$ cat config.mk
export PLATFORM = sky130hd
export DESIGN_NAME = alu_system_sequencer
export DESIGN_NICKNAME = d
export VERILOG_FILES = /design/src/rtl/alu_system_sequencer.sv
export SDC_FILE = /design/constraint.sdc
export NUM_CORES = 1
export LEC_CHECK = 0
export CORE_MARGIN = 2
export CORE_UTILIZATION = 28
export DETAILED_ROUTE_END_ITERATION = 10
export PLACE_DENSITY = 0.92
export SLEW_MARGIN = 10
export SYNTH_ARGS = -nofsm -noshare
export SYNTH_HDL_FRONTEND = slang
export SYNTH_SLANG_ARGS = --single-unit
$ cat constraint.sdc
create_clock -name Clock -period 2.76 [get_ports Clock]
set_clock_uncertainty 0.1 [all_clocks]
set_input_delay 0.552 -clock Clock [delete_from_list [all_inputs] [get_ports Clock]]
set_output_delay 0.552 -clock Clock [all_outputs]
set_load 0.02 [all_outputs]
$ cat src/rtl/alu_system_sequencer.sv
// Hardwired fetch/fetch/execute control unit for the ArithmeticLogicUnitSystem datapath.
// Optional single-step mode (Step input, WAIT state) enabled by defining ALU_SEQ_STEP_EN.
module alu_system_sequencer #(
  parameter logic [15:0] RESET_PC = 16'h0000
) (
  input  logic        Clock,
  input  logic        Reset,
  input  logic        Start,
`ifdef ALU_SEQ_STEP_EN
  input  logic        Step,
`endif
  input  logic [15:0] IROut,
  input  logic        Z,
  output logic [2:0]  RF_OutASel,
  output logic [2:0]  RF_OutBSel,
  output logic [2:0]  RF_FunSel,
  output logic [3:0]  RF_RegSel,
  output logic [3:0]  RF_ScrSel,
  output logic [4:0]  ALU_FunSel,
  output logic        ALU_WF,
  output logic [1:0]  ARF_OutCSel,
  output logic [1:0]  ARF_OutDSel,
  output logic [2:0]  ARF_FunSel,
  output logic [2:0]  ARF_RegSel,
  output logic        IR_LH,
  output logic        IR_Write,
  output logic        Mem_WR,
  output logic        Mem_CS,
  output logic [1:0]  MuxASel,
  output logic [1:0]  MuxBSel,
  output logic        MuxCSel,
  output logic        Busy,
  output logic        Halted
);

  // PC preload lives in the ARF; the parameter is kept only for the top-level bench.
  logic unusedResetPc;
  assign unusedResetPc = ^RESET_PC;

`ifdef ALU_SEQ_STEP_EN
  typedef enum logic [2:0] {IDLE, T0, T1, T2, HALT, WAIT} state_t;
`else
  typedef enum logic [2:0] {IDLE, T0, T1, T2, HALT} state_t;
`endif

  state_t state, nextState;

  // Destination Rn (n = idx+1) maps to a single low bit, R1 at the MSB.
  function automatic logic [3:0] regSelFor(input logic [1:0] idx);
    return ~(4'b1000 >> idx);
  endfunction

  always_ff @(posedge Clock or posedge Reset) begin
    if (Reset) state <= IDLE;
    else       state <= nextState;
  end

`ifdef ALU_SEQ_STEP_EN
  logic stepPrev;
  always_ff @(posedge Clock or posedge Reset) begin
    if (Reset) stepPrev <= 1'b0;
    else       stepPrev <= Step;
  end
`endif

  always_comb begin
    nextState = state;
    unique case (state)
      IDLE: if (Start) nextState = T0;
      T0:   nextState = T1;
      T1:   nextState = T2;
      T2: begin
        if (IROut[15:14] == 2'b11) nextState = HALT;
`ifdef ALU_SEQ_STEP_EN
        else                       nextState = WAIT;
`else
        else                       nextState = T0;
`endif
      end
      HALT: nextState = HALT;
`ifdef ALU_SEQ_STEP_EN
      WAIT: if (Step && !stepPrev) nextState = T0;
`endif
      default: nextState = IDLE;
    endcase
  end

  always_comb begin
    RF_OutASel  = '0;
    RF_OutBSel  = '0;
    RF_FunSel   = '0;
    RF_RegSel   = '1;
    RF_ScrSel   = '1;
    ALU_FunSel  = '0;
    ALU_WF      = 1'b0;
    ARF_OutCSel = '0;
    ARF_OutDSel = '0;
    ARF_FunSel  = '0;
    ARF_RegSel  = '1;
    IR_LH       = 1'b0;
    IR_Write    = 1'b0;
    Mem_WR      = 1'b0;
    Mem_CS      = 1'b1;
    MuxASel     = '0;
    MuxBSel     = '0;
    MuxCSel     = 1'b0;
    Busy        = 1'b0;
    Halted      = 1'b0;
    unique case (state)
      T0, T1: begin
        Busy        = 1'b1;
        Mem_CS      = 1'b0;
        ARF_OutDSel = 2'b00;
        IR_Write    = 1'b1;
        IR_LH       = (state == T1);
        ARF_RegSel  = 3'b011;
        ARF_FunSel  = 3'b001;
      end
      T2: begin
        Busy = 1'b1;
        unique case (IROut[15:14])
          2'b00: begin
            ALU_FunSel = IROut[13:9];
            RF_OutASel = IROut[6:4];
            RF_OutBSel = IROut[3:1];
            ALU_WF     = IROut[0];
            MuxASel    = 2'b00;
            RF_FunSel  = 3'b010;
            RF_RegSel  = regSelFor(IROut[8:7]);
          end
          2'b01: begin
            MuxASel   = 2'b11;
            RF_FunSel = 3'b010;
            RF_RegSel = regSelFor(IROut[9:8]);
          end
          2'b10: begin
            if (!IROut[13] || Z) begin
              MuxBSel    = 2'b11;
              ARF_FunSel = 3'b010;
              ARF_RegSel = 3'b011;
            end
          end
          default: ;
        endcase
      end
      HALT:    Halted = 1'b1;
      default: ;
    endcase
  end

endmodule

# Word-level counts from Yosys, hierarchy flattened
# Cells that the tools add are included.
# classes
bitwise_logic	2
muxes	31
n_eq_ne	8
n_shift	2
n_reduce_logical	7
# op_table
cell	n
two-way mux 3 bit	8
two-way mux 2 bit	9
one-hot mux 3 bit (5 select lines)	1
two-way mux 5 bit	2
inverter 4 bit	2
one-hot mux 4 bit (2 select lines)	1
right shift 4 x 2 -> 4 bit (first input constant)	2
two-way mux 1 bit	7
== test 3 x 2 -> 1 bit (second input constant)	2
one-hot mux 3 bit (2 select lines)	1
== test 2 bit (second input constant)	2
two-way mux 4 bit	1
one-hot mux 2 bit (2 select lines)	1
OR reduction 2 bit	2
== test 3 x 1 -> 1 bit (second input constant)	1
== test 3 bit (second input constant)	1
zero test 3 bit	1
OR reduction 3 bit	1
== test 2 x 1 -> 1 bit (second input constant)	1
zero test 2 bit	1
!= test 2 bit (second input constant)	1
zero test 1 bit	1
logical OR 1 bit	1
# totals
regBits	3
output_inout_bits	44
input_bits	20
word_cells	51

# Longest topological paths before layout
# depth
ltp_word	5
depth_mapped	4
depth_no_buf	3

# Worst setup path after synthesis
# No wires, ideal clock.
# synth_path
path_type	in2out
from	input port IROut[14]
to	output port ARF_RegSel[2]
setup_slack_ns	0.497
required_time_ns	2.108
arrival_ns	1.611
cell_stages	3
path_buffers	1
cell_sequence	buf_2 nor4b_2 nor2_1
# synth_via
elab_chain_cells	3
# synth_rtl
element	line	text
from (decl)	12	input logic [15:0] IROut,
== test 2 bit	121	unique case (IROut[15:14])
two-way mux 3 bit	121	
one-hot mux 3 bit (2 select lines)	109	unique case (state)
to (decl)	24	output logic [2:0] ARF_RegSel,
# No other way between the ends.

# Final worst setup path
# layout_path
from	input port IROut[9]
to	output port RF_RegSel[3]
# layout_via
elab_chain_cells	4
# layout_rtl
element	line	text
right shift 4 x 2 -> 4 bit	50	return ~(4'b1000 >> idx);
inverter 4 bit	50	
one-hot mux 4 bit (2 select lines)	121	
two-way mux 4 bit	109	
to (decl)	17	output logic [3:0] RF_RegSel,
# No other way between the ends.

==> insert_results.sql <==
INSERT INTO impl_metrics (metric_group, metric, value, unit) VALUES
('status', 'outcome', 'finished, final reports clean', ''),
('power_and_ir_drop', 'power_density', '759', 'nW/um^2'),
('power_and_ir_drop', 'share_comb_of_total_power', '75.7', '%'),
('floorplan', 'rows', '15', ''),
('cts', 'clock_latency', '0.23', 'ns'),
('yosys', 'post-synth-top-count-cell', 'sky130_fd_sc_hd__buf_4', ''),
('grt', 'grt_util_met2', '26.6', '%'),
('sta', 'setup_violations_final', '0', ''),
('yosys', 'synth_cells', '70', ''),
('yosys', 'ys_ff_latch', '3', ''),
('power_and_ir_drop', 'internal_power', '0.376', 'mW'),
('grt', 'grt.total_usage', '14.3', '%'),
('grt', 'groute.layer.met3.usage', '3.46', '%'),
('routing', 'post_dr_vias_cell', '4.03', ''),
('place', 'io_buffer_count', '48', ''),
('cells_and_area', 'finish.net_count', '139', ''),
('cells_and_area', 'fin_area', '972', 'sq um'),
('routing', 'route.final.wire_length', '1.55', 'mm'),
('power_and_ir_drop', 'power_frac_clock', '10.2', '%'),
('routing', 'drt_pre_antenna_iters', '4', ''),
('routing', 'ant_nets', '0', ''),
('worst_setup_path', 'worstSetupStartpointType', 'input pin', ''),
('grt', 'antenna_found_initial', '0', ''),
('worst_setup_path', 'crit_path_max_fanout', '4', ''),
('sta', 'finalHoldViolCount', '0', ''),
('power_and_ir_drop', 'net-switching-power', '0.362', 'mW'),
('yosys', 'count_of_unique_library_cells_instantiated_by_yosys', '22', ''),
('routing', 'routed-via-count', '576', ''),
('worst_setup_path', 'timing.critical_path.arrival', '2.02', 'ns'),
('grt', 'first_global_vias', '540', ''),
('worst_setup_path', 'r2r_cells', '3', ''),
('cts', 'cts_inserted_buffers', '3', ''),
('yosys', 'synth-seq-area-share', '14.4', '%'),
('cts', 'cts.reportedPaths.clkPinSlew', '0.04', 'ns'),
('power_and_ir_drop', 'ir_drop', '0.482', 'mV'),
('worst_hold_path', 'worstHoldPathType', 'input pin to async pin', ''),
('grt', 'global_route.peak_usage_layer', 'met2', ''),
('cts', 'cts.sinks', '3', ''),
('power_and_ir_drop', 'leakagePower', '0.462', 'nW'),
('sta', 'fin_crit', '2.68', 'ns'),
('place', 'post-dp-hpwl', '1.27', 'mm'),
('cells_and_area', 'drive_gt1_share', '10.2', '%'),
('routing', 'drt_drc_violations_left', '0', ''),
('sta', 'timing.setup.tns', '0', 'ns'),
('floorplan', 'fp.dieArea', '2220', 'sq um'),
('floorplan', 'die_h', '47.1', 'um'),
('sta', 'final.period_utilization', '97.0', '%'),
('cts', 'cts_max_level', '1', ''),
('sta', 'max_freq', '374', 'MHz'),
('worst_setup_path', 'end_kind', 'primary output', ''),
('yosys', 'postSynthAreaPerCell', '7.44', 'sq um'),
('yosys', 'ys_top_cells_by_area', 'sky130_fd_sc_hd__buf_4, sky130_fd_sc_hd__and2_1, sky130_fd_sc_hd__dfrtp_1', ''),
('cells_and_area', 'layout_top_registers', 'state x3', ''),
('power_and_ir_drop', 'p_total', '0.738', 'mW'),
('grt', 'first_pass_grt_wire_length', '2.18', 'mm'),
('grt', 'grt_util_met1', '14.9', '%'),
('grt', 'grt_overflow_total', '0', ''),
('worst_setup_path', 'critPathKind', 'input pin to primary output', ''),
('cts', 'clock_tree_root_driver_cell', 'sky130_fd_sc_hd__clkbuf_4', ''),
('yosys', 'yosys_most_used_dff', 'sky130_fd_sc_hd__dfrtp_1', ''),
('place', 'dpl-instance-area', '948', 'sq um'),
('cells_and_area', 'layout-area-overhead-vs-synth', '86.8', '%'),
('worst_setup_path', 'reg2reg_setup_slack', '1.64', 'ns'),
('floorplan', 'floorplan.initialDensity', '29.8', '%'),
('yosys', 'synth_edf_count', '0', ''),
('place', 'routabilityCongestion', '0.717', ''),
('yosys', 'synth_top_cell_by_area', 'sky130_fd_sc_hd__buf_4', ''),
('cells_and_area', 'nFillCells', '168', ''),
('yosys', 'asyncSetResetFlopFracSynth', '100', '%'),
('floorplan', 'die_x', '47.1', 'um'),
('cts', 'cts_buffer_depth', '2', '');
==> worst max-delay path, cell delays in order <==
cell	delay, ns
sky130_fd_sc_hd__clkdlybuf4s50_1	0.46
sky130_fd_sc_hd__mux2_2	0.30
sky130_fd_sc_hd__nor2_1	0.11
sky130_fd_sc_hd__nand2_1	0.06
sky130_fd_sc_hd__clkdlybuf4s50_1	0.54
==> layout by cell type (no fill, tap or decap), drive strengths merged <==
cell,n
nor2,9
clkbuf,5
and2,14
o21bai,2
a21oi,1
dfrtp,3
nand2,5
o21ai,1
mux2,1
and3b,1
nor4b,1
xnor2,1
dlygate4sd2,11
nor2b,1
buf,2
nor3,2
nor3b,2
inv,2
conb,15
nand3b,1
clkdlybuf4s50,36
nand3,1
o2bb2ai,1
==> cell families (layout without fill, tap and decap cells) <==
| kind of cell | after synthesis | in the layout | share of synthesized area (%) |
|---|---|---|---|
| compound gates | 5 | 5 | 6.49 |
| mux | 1 | 1 | 2.16 |
| simple gates | 36 | 37 | 44.0 |
| buf+inv | 22 | 56 | 29.8 |
| xor+xnor | 1 | 1 | 1.68 |
| other cells | 2 | 15 | 1.44 |
| flops | 3 | 3 | 14.4 |
==> power by group through the flow <==
stage                     clock network [mW]  logic (mW)  registers, mW
final                                 0.0756       0.559          0.104
after global routing                  0.0825       0.596          0.110
after CTS                             0.0794       0.564          0.104
after detailed placement                   0       0.571          0.104
after global placement                     0       0.568         0.0997
after floorplan                            0       0.334         0.0944
==> final cells by class <==
type                    count  area [sq um]  area share [%]
flip-flops and latches      3          75.1            7.72
clock buffers               4          26.3            2.70
inverters                   2          7.51           0.772
well taps                  25          31.3            3.22
multi-input cells          59           355            36.6
repair buffers             50           477            49.0
==> how the worst max path moves through the flow <==
stage,from,to,slack (ns),cells past startpoint
5_1_grt,state[2],ALU_FunSel[2],0.002,4
3_5_place_dp,IROut[14],ALU_FunSel[2],-0.20,4
4_1_cts,IROut[14],RF_RegSel[3],0.01,5
3_3_place_gp,IROut[14],ALU_FunSel[2],-0.16,4
6_report,IROut[9],RF_RegSel[3],0.08,5
2_1_floorplan,IROut[14],ARF_RegSel[2],0.50,3
==> timing repair <==
item	in CTS	in global routing
buffers inserted	0	0
cloned	1	0
gates resized for setup	13	2
endpoints found under the setup margin	20	2
pin swaps	1	0
==> per-stage QoR <==
step	std cells	utilization [%]	hold slack [ns]	setup WS, ns
after floorplan	83	-	0.206	0.497
after global placement	138	54.3	0.442	-0.157
after detailed placement	138	54.3	0.482	-0.203
after CTS	143	55.9	0.392	0.0148
after global routing	143	55.7	0.409	0.00228
final	143	55.7	0.394	0.0835
==> routing by layer <==
metal | vias up | wire length, um
li1 | 288 | -
met1 | 247 | 578
met2 | 41 | 808
met3 | 0 | 161
met4 | 0 | 0
met5 | - | 0
Note: power is estimated with default switching activity, not from simulation.
